[src/rtl/hdmi_clock_ctrl.sv]
`default_nettype none
// ============================================================================
// Module      : hdmi_clock_ctrl
// Description : PLL supervisor for the HDMI clocking block. Holds the PLL in
//               reset, waits for a synchronized lock, requires the lock to be
//               stable before releasing the video/TMDS reset, retries a bounded
//               number of times and then latches a fault until restarted.
//               Runs on the free-running board oscillator, upstream of the PLL.
// Revision    : 1.0 - initial release
// ============================================================================
module hdmi_clock_ctrl #(
    parameter int RST_CYCLES    = 16,
    parameter int LOCK_TIMEOUT  = 4096,
    parameter int STABLE_CYCLES = 256,
    parameter int MAX_RETRIES   = 3
) (
    input  logic       clk_25MHz,
    input  logic       rst_n,
    input  logic       pll_locked,
    input  logic       restart,
    output logic       pll_rst,
    output logic       video_rst_n,
    output logic       ready,
    output logic       fault,
    output logic [3:0] retry_cnt,
    output logic [2:0] state
);

    // One shared phase counter sized for the longest of the three intervals
    localparam int c_MAX_A   = (RST_CYCLES > LOCK_TIMEOUT) ? RST_CYCLES : LOCK_TIMEOUT;
    localparam int c_CNT_MAX = (c_MAX_A > STABLE_CYCLES) ? c_MAX_A : STABLE_CYCLES;
    localparam int c_CNT_W   = $clog2(c_CNT_MAX) + 1;

    localparam logic [c_CNT_W-1:0] c_RST_LAST     = c_CNT_W'(RST_CYCLES - 1);
    localparam logic [c_CNT_W-1:0] c_TIMEOUT_LAST = c_CNT_W'(LOCK_TIMEOUT - 1);
    localparam logic [c_CNT_W-1:0] c_STABLE_LAST  = c_CNT_W'(STABLE_CYCLES - 1);
    localparam logic [c_CNT_W-1:0] c_CNT_ZERO     = '0;
    localparam logic [3:0]         c_RETRY_LIMIT  = 4'(MAX_RETRIES);

    // State encoding is visible on the state output, so it is fixed here
    localparam logic [2:0] c_ST_PLLRST = 3'd0;
    localparam logic [2:0] c_ST_WAIT   = 3'd1;
    localparam logic [2:0] c_ST_STABLE = 3'd2;
    localparam logic [2:0] c_ST_RUN    = 3'd3;
    localparam logic [2:0] c_ST_FAULT  = 3'd4;

    logic               r_lock_meta;
    logic               r_lock_s;
    logic [2:0]         r_state;
    logic [c_CNT_W-1:0] r_cnt;
    logic [3:0]         r_retry_cnt;
    logic               w_retry_exhausted;

    assign w_retry_exhausted = (r_retry_cnt == c_RETRY_LIMIT);

    // Two-flop synchronizer: the only place pll_locked is sampled
    always_ff @(posedge clk_25MHz or negedge rst_n) begin
        if (!rst_n) begin
            r_lock_meta <= 1'b0;
            r_lock_s    <= 1'b0;
        end else begin
            r_lock_meta <= pll_locked;
            r_lock_s    <= r_lock_meta;
        end
    end

    // Sequencer: restart wins over everything, a failed attempt either
    // re-enters PLLRST with one more retry counted or latches FAULT
    always_ff @(posedge clk_25MHz or negedge rst_n) begin
        if (!rst_n) begin
            r_state     <= c_ST_PLLRST;
            r_cnt       <= c_CNT_ZERO;
            r_retry_cnt <= 4'd0;
        end else if (restart) begin
            r_state     <= c_ST_PLLRST;
            r_cnt       <= c_CNT_ZERO;
            r_retry_cnt <= 4'd0;
        end else begin
            case (r_state)
                c_ST_PLLRST: begin
                    if (r_cnt == c_RST_LAST) begin
                        r_state <= c_ST_WAIT;
                        r_cnt   <= c_CNT_ZERO;
                    end else begin
                        r_cnt <= r_cnt + 1'b1;
                    end
                end
                c_ST_WAIT: begin
                    if (r_lock_s) begin
                        r_state <= c_ST_STABLE;
                        r_cnt   <= c_CNT_ZERO;
                    end else if (r_cnt == c_TIMEOUT_LAST) begin
                        r_cnt <= c_CNT_ZERO;
                        if (w_retry_exhausted) begin
                            r_state <= c_ST_FAULT;
                        end else begin
                            r_state     <= c_ST_PLLRST;
                            r_retry_cnt <= r_retry_cnt + 4'd1;
                        end
                    end else begin
                        r_cnt <= r_cnt + 1'b1;
                    end
                end
                c_ST_STABLE: begin
                    if (!r_lock_s) begin
                        r_cnt <= c_CNT_ZERO;
                        if (w_retry_exhausted) begin
                            r_state <= c_ST_FAULT;
                        end else begin
                            r_state     <= c_ST_PLLRST;
                            r_retry_cnt <= r_retry_cnt + 4'd1;
                        end
                    end else if (r_cnt == c_STABLE_LAST) begin
                        r_state     <= c_ST_RUN;
                        r_cnt       <= c_CNT_ZERO;
                        r_retry_cnt <= 4'd0;
                    end else begin
                        r_cnt <= r_cnt + 1'b1;
                    end
                end
                c_ST_RUN: begin
                    // Counter is idle here so it cannot wrap during long runs
                    if (!r_lock_s) begin
                        r_cnt <= c_CNT_ZERO;
                        if (w_retry_exhausted) begin
                            r_state <= c_ST_FAULT;
                        end else begin
                            r_state     <= c_ST_PLLRST;
                            r_retry_cnt <= r_retry_cnt + 4'd1;
                        end
                    end
                end
                c_ST_FAULT: begin
                    // Latched until restart or rst_n; retry count frozen
                    r_state <= c_ST_FAULT;
                end
                default: begin
                    r_state <= c_ST_PLLRST;
                    r_cnt   <= c_CNT_ZERO;
                end
            endcase
        end
    end

    // Outputs depend only on registered state
    assign pll_rst     = (r_state == c_ST_PLLRST) || (r_state == c_ST_FAULT);
    assign video_rst_n = (r_state == c_ST_RUN);
    assign ready       = (r_state == c_ST_RUN);
    assign fault       = (r_state == c_ST_FAULT);
    assign retry_cnt   = r_retry_cnt;
    assign state       = r_state;

endmodule
`default_nettype wire

[config.mk]
export PLATFORM = sky130hd
export DESIGN_NAME = hdmi_clock_ctrl
export DESIGN_NICKNAME = d
export VERILOG_FILES = /design/src/rtl/hdmi_clock_ctrl.sv
export SDC_FILE = /design/constraint.sdc
export NUM_CORES = 1
export LEC_CHECK = 0
export CORE_MARGIN = 5
export CORE_UTILIZATION = 45
export DETAILED_ROUTE_END_ITERATION = 10
export GPL_ROUTABILITY_DRIVEN = 0
export GPL_TIMING_DRIVEN = 0
export PLACE_DENSITY = 0.61
export SYNTH_ARGS = -nofsm -noshare
export SYNTH_HDL_FRONTEND = slang
export SYNTH_SLANG_ARGS = --single-unit
export TNS_END_PERCENT = 50
[constraint.sdc]
create_clock -name clk_25MHz -period 2.7 [get_ports clk_25MHz]
set_input_delay 0.27 -clock clk_25MHz [delete_from_list [all_inputs] [get_ports clk_25MHz]]
set_output_delay 0.27 -clock clk_25MHz [all_outputs]
set_load 0.05 [all_outputs]
# --- Word-level counts from Yosys, hierarchy flattened ---
# Cells that the tools add are included.
word_totals:
  register_bits: 22
  inputBits: 4
  out_inout_bits: 11
  wordCells: 53
classes:
  n_addsub: 2
  eq_ne: 15
  n_mux: 25
  n_reduce_logical: 6
ops:
  columns: ["cell", "n"]
  rows:
  - ["13-bit 2-to-1 mux", 7]
  - ["13-bit case mux with 5 select lines", 1]
  - ["4-bit 2-to-1 mux", 7]
  - ["3-bit 2-to-1 mux", 8]
  - ["3-bit case mux with 5 select lines", 1]
  - ["13-bit by 1-bit adder with 13-bit output, second input constant", 1]
  - ["13-bit by 12-bit equality test with 1-bit output, second input constant", 1]
  - ["13-bit by 4-bit equality test with 1-bit output, second input constant", 1]
  - ["13-bit by 8-bit equality test with 1-bit output, second input constant", 1]
  - ["3-bit inequality test, second input constant", 4]
  - ["4-bit case mux with 3 select lines", 1]
  - ["4-bit inequality test, second input constant", 2]
  - ["3-bit by 2-bit equality test with 1-bit output, second input constant", 2]
  - ["5-bit AND reduction", 1]
  - ["4-bit by 1-bit adder with 4-bit output, second input constant", 1]
  - ["4-bit by 2-bit equality test with 1-bit output, second input constant", 1]
  - ["4-bit AND reduction", 1]
  - ["4-bit nonzero test", 1]
  - ["3-bit by 1-bit equality test with 1-bit output, second input constant", 1]
  - ["3-bit equality test, second input constant", 1]
  - ["3-bit logical NOT", 1]
  - ["2-bit inequality test, second input constant", 1]
  - ["2-bit AND reduction", 1]
  - ["1-bit logical OR", 1]

# --- Logic depth before layout (Yosys ltp) ---
depth:
  word_depth: 6
  depth_mapped: 7
  ltp_nobuf: 6

# --- Worst setup path after synthesis ---
# OpenSTA, ideal clock, no wires.
synth_timing:
  path_kind: "register -> register"
  start: "register r_state[2], in the netlist state[2]"
  end: "register r_cnt[4]"
  setup_ns: 0.087
  t_arrival_ns: 2.808
  required_ns: 2.613
  path_slack_ns: -0.195
  path_stages_with_launch: 6
  n_path_buf: 1
  period_less_slack_ns: 2.895
  cell_sequence: "dfrtp_1 > nor3b_1 > o21a_2 > dlygate4sd1_1 > nand2_1 > o211ai_1"
synth_via:
  elab_chain_len: 3
  word_cells_on_any_way: 10
  cone_classes: "eq/ne (6); mux (2); reduce/logical (2)"
synth_rtl:
  columns: ["item", "line", "source"]
  rows:
  - ["from (decl)", "49", "logic [2:0] r_state;"]
  - ["from (signal assigned)", "71", "r_state <= c_ST_PLLRST;"]
  - ["from (signal assigned)", "75", "r_state <= c_ST_PLLRST;"]
  - ["from (signal assigned)", "82", "r_state <= c_ST_WAIT;"]
  - ["3-bit equality test (*)", null, null]
  - ["net fault", "24", "output logic fault,"]
  - ["13-bit case mux with 5 select lines / 2-bit inequality test (equally long branches)", null, null]
  - ["13-bit 2-to-1 mux / 2-bit AND reduction (equally long branches)", null, null]
  - ["to (signal assigned)", "72", "r_cnt <= c_CNT_ZERO;"]
  - ["to (signal assigned)", "76", "r_cnt <= c_CNT_ZERO;"]
  - ["to (signal assigned)", "83", "r_cnt <= c_CNT_ZERO;"]
  - ["to (decl)", "50", "logic [c_CNT_W-1:0] r_cnt;"]
# The timed path passes the listed nets; every way through them passes the cells marked *.
# A chain may end at the register's enable or synchronous reset.

# --- Worst setup path after layout ---
layout_timing:
  start: "register r_state[2], in the netlist state[2]"
  end: "output port video_rst_n"
layout_via:
  elab_chain_len: 1
layout_rtl:
  columns: ["item", "line", "source"]
  rows:
  - ["3-bit by 2-bit equality test with 1-bit output", "147", "assign video_rst_n = (r_state == c_ST_RUN);"]
  - ["to (decl)", "22", "output logic video_rst_n,"]
# Every way passes these cells.

==> flow_metrics.py <==
metrics = {
    "run_status": {
        "status": "finished clean",
    },
    "yosys": {
        "yosys.area.top_type_share": 0.3554,
        "synth_area_um2": 1549,
        "synthFlopType": "dfrtp_1",
        "ys_seq_area_frac": 0.3554,
        "synth-compound-area-share": 0.2415,
        "synth_xor_area_frac": 0,
        "avgSynthCellArea_um2": 9.220,
        "async_reset_ff_frac": 1.000,
        "synth_edf_count": 0,
        "syn_nets": 174,
        "ys_ff_latch": 22,
        "synth_top_family_by_area": "simple AND/OR/NAND/NOR gates",
        "ys.warnings.count": 0,
        "yosys-top-cells-area": "dfrtp_1 36%, nand2_1 6.8%, o221ai_2 4.8%",
        "synthCells": 168,
        "synth_top_area_cell": "dfrtp_1",
        "synth_simple_gate_area_frac": 0.3223,
        "synth_fa_ha_area_frac": 0.01616,
        "synthDistinctLibCells": 55,
        "synthMuxAreaShare": 0,
    },
    "clock_network": {
        "cts_resized": 0,
        "cts_root_buf": "clkbuf_4",
        "cts_hold_buf": 0,
        "cts_max_level": 1,
        "clock_latency_ps": 310,
        "clockBufferDepth": 2,
        "cts_tree": "built",
        "clock_sink_count": 22,
        "clk_pin_slew_ps": 130,
        "cts_made_buffers": 3,
        "cts_setup_buffers": 0,
    },
    "finish": {
        "seq_area_um2": 550.5,
        "antenna_cells": 0,
        "multiInputGateArea_um2": 903.4,
        "fill_cells": 333,
        "nets": 192,
        "area_delta_synth_final_pct": 14.78,
        "drive_gt1_frac": 0.1946,
    },
    "critical_path": {
        "startpoint_type": "register",
        "crit_slowest_cell": "clkdlybuf4s50_1",
        "endpoint_kind": "output port",
        "r2r_end": "r_cnt[6]",
        "crit_path_cell_trace": "nand2b_1 -> nor2_1 -> buf_4 -> clkdlybuf4s50_1",
        "crit_start": "state[2]",
        "rrSetupSlack_ps": 520,
        "cpPeakStageDelay_ps": 780,
        "rr_worst_depth": 6,
        "path_class": "register to output port",
        "critPathArrivalTime_ps": 2010,
        "timing.rr.start": "r_cnt[0]",
        "required_ps": 2430,
        "cp_top_family": "buffers and inverters",
        "crit_buf_inv": 2,
        "cp_max_fo": 4,
    },
    "grt": {
        "grt_max_degree": 23,
        "grt_pass1_vias": 1248,
        "grt_antenna_before_repair": 0,
        "grt_pass1_wl_um": 5899,
        "grt_usage": 0.1657,
        "grt_overflow_total": 0,
    },
    "pwr": {
        "combPwrFrac": 0.069,
        "intPower_mw": 0.4322,
        "peakVddDrop_v": 0.0002121,
        "p_leak_nw": 0.7198,
        "powerDensity_nw_per_um2": 321.2,
        "seq_power_share": 0.599,
        "netSwitchingPower_mw": 0.1389,
        "finalPower_mw": 0.5711,
        "pwr-share-clk": 0.332,
        "switching_share": 0.2433,
    },
    "sta": {
        "slew_headroom": 0.3519,
        "rsz0062_at_grt": "false",
        "setup_viol_count_final": 0,
        "drv_slew": 0,
        "tightest_slew_ps": 969.1,
        "timing.final.crit_share": 0.8459,
        "fmax_mhz": 437.8,
        "finalHoldViolCount": 0,
        "period_minus_slack_ps": 2284,
        "skew_ps": 2.253,
        "finalSetupTns_ps": 0,
    },
    "hold_path": {
        "hold_path_depth": 2,
        "hold_path_class": "primary input to register",
        "hold_end": "state[0]",
        "min_from": "restart",
    },
    "drt": {
        "drt_wl_total_um": 3516,
        "firstDrtPassIters": 4,
        "post_drt_wl_per_cell_um": 15.22,
        "drt_first_iter_violations": 82,
        "drc": 0,
        "vias": 1369,
        "via_per_inst": 5.926,
        "ant_nets": 0,
    },
    "floorplanning": {
        "dieHeight_um": 68.67,
        "rows": 21,
        "initial_core_util": 0.4642,
        "core-area_um2": 3337,
        "die-area_um2": 4716,
        "ios": 15,
        "die_width_um": 68.67,
    },
    "place": {
        "portBuffers": 13,
        "post-dp-hpwl_um": 2569,
    },
    "flow_run": {
        "cap_violations": 0,
    },
}
[cell families after synthesis]
| group | Yosys count |
|---|---|
| flip-flops | 22 |
| AO/OA/AOI/OAI | 45 |
| AND/OR/NAND/NOR | 87 |
| adder cells (fa/ha/maj) | 2 |
| buffers and inverters | 12 |
[power by group through the flow]
stage	combinational (mW)	sequential, mW	clock (mW)
detailed placement	0.0399	0.348	0
finish	0.0392	0.342	0.190
global route	0.0443	0.344	0.209
global placement	0.0384	0.348	0
CTS	0.0401	0.342	0.200
floorplan	0.0227	0.348	0
[worst max path at each step]
stage,endpoint,slack [ps],cells past startpoint
finish,video_rst_n,420,4
global route,video_rst_n,330,4
CTS,video_rst_n,400,4
detailed placement,r_cnt[6],530,6
global placement,r_cnt[11],580,6
floorplan,r_cnt[4],370,5
[stage by stage]
step	util	worst slack [ps]	area (um2)	hold slack (ps)	std cells
6_report	0.5328	415.9	1778	137.8	231
5_1_grt	0.5328	331.4	1778	144.5	231
4_1_cts	0.5328	397.9	1778	134.1	231
3_5_place_dp	0.5219	534.2	1742	335.6	227
3_3_place_gp	0.5219	584.2	1742	335.0	227
2_1_floorplan	-	374.3	1554	-25.59	168
[synth_stat cells, types with 2 or more instances]
cell type,n
o21bai_1,2
or3_1,2
or3_2,2
inv_1,3
dfrtp_1,22
a31oi_1,3
ha_1,2
nor4_1,2
nand2_1,28
o221ai_2,5
buf_6,6
and2_1,5
or4_4,2
nor2b_1,2
a21oi_1,5
nor3_1,9
o21ai_2,2
nor4b_1,2
o21ai_1,7
nor2_1,11
o211ai_1,6
nand3_1,7
[registers in the layout, summed over array words and instances, names as in the netlist]
| name | cells |
|---|---|
| retry_cnt | 4 |
| r_lock_s | 1 |
| r_cnt | 13 |
| r_lock_meta | 1 |
| state | 3 |
[routing by layer]
| layer | part of all wire | wire length [um] | up-vias | track usage |
|---|---|---|---|---|
| met4 | 0.0088 | 31 | 0 | 0.05211 |
| met2 | 0.46 | 1620 | 23 | 0.2610 |
| met5 | 0 | 0 | - | 0 |
| li1 | - | - | 673 | - |
| met1 | 0.50 | 1742 | 669 | 0.2320 |
| met3 | 0.035 | 122 | 4 | 0.02431 |
[worst reg2reg max path, cell delays in order (launching register included)]
cell and delay [ps]:
dfrtp_1 430, ha_1 260, nand3_1 180, or4_4 560, o2bb2ai_2 180, o21ai_2 320, o211ai_1 140
[layout make-up]
class                      instances  share of cell area
clock buffer                       4             0.02041
multi-input combinational        134              0.5081
buffer                             9             0.04996
inverter                           3            0.006334
timing repair buffer              13             0.07319
tap                               46             0.03237
sequential                        22              0.3096
[cells in the final DEF (no fill, tap or decap), drive strengths merged, types with 2 or more instances in the layout]
cell type and count:
nor3 10, ha 2, nand4 2, o21bai 2, dfrtp 22, nor3b 2, clkdlybuf4s50 13, and3 2
buf 8, inv 3, nor2b 2, a31oi 3, nor2 11, clkbuf 4, and2 5, o211ai 6
or4 3, or3 4, nand2 28, o221ai 5, o21a 2, o21ai 10, nand3 7, a21oi 5
nor4b 2, a211oi 2, nor4 3
No activity file was read; power rests on OpenSTA's default activity.
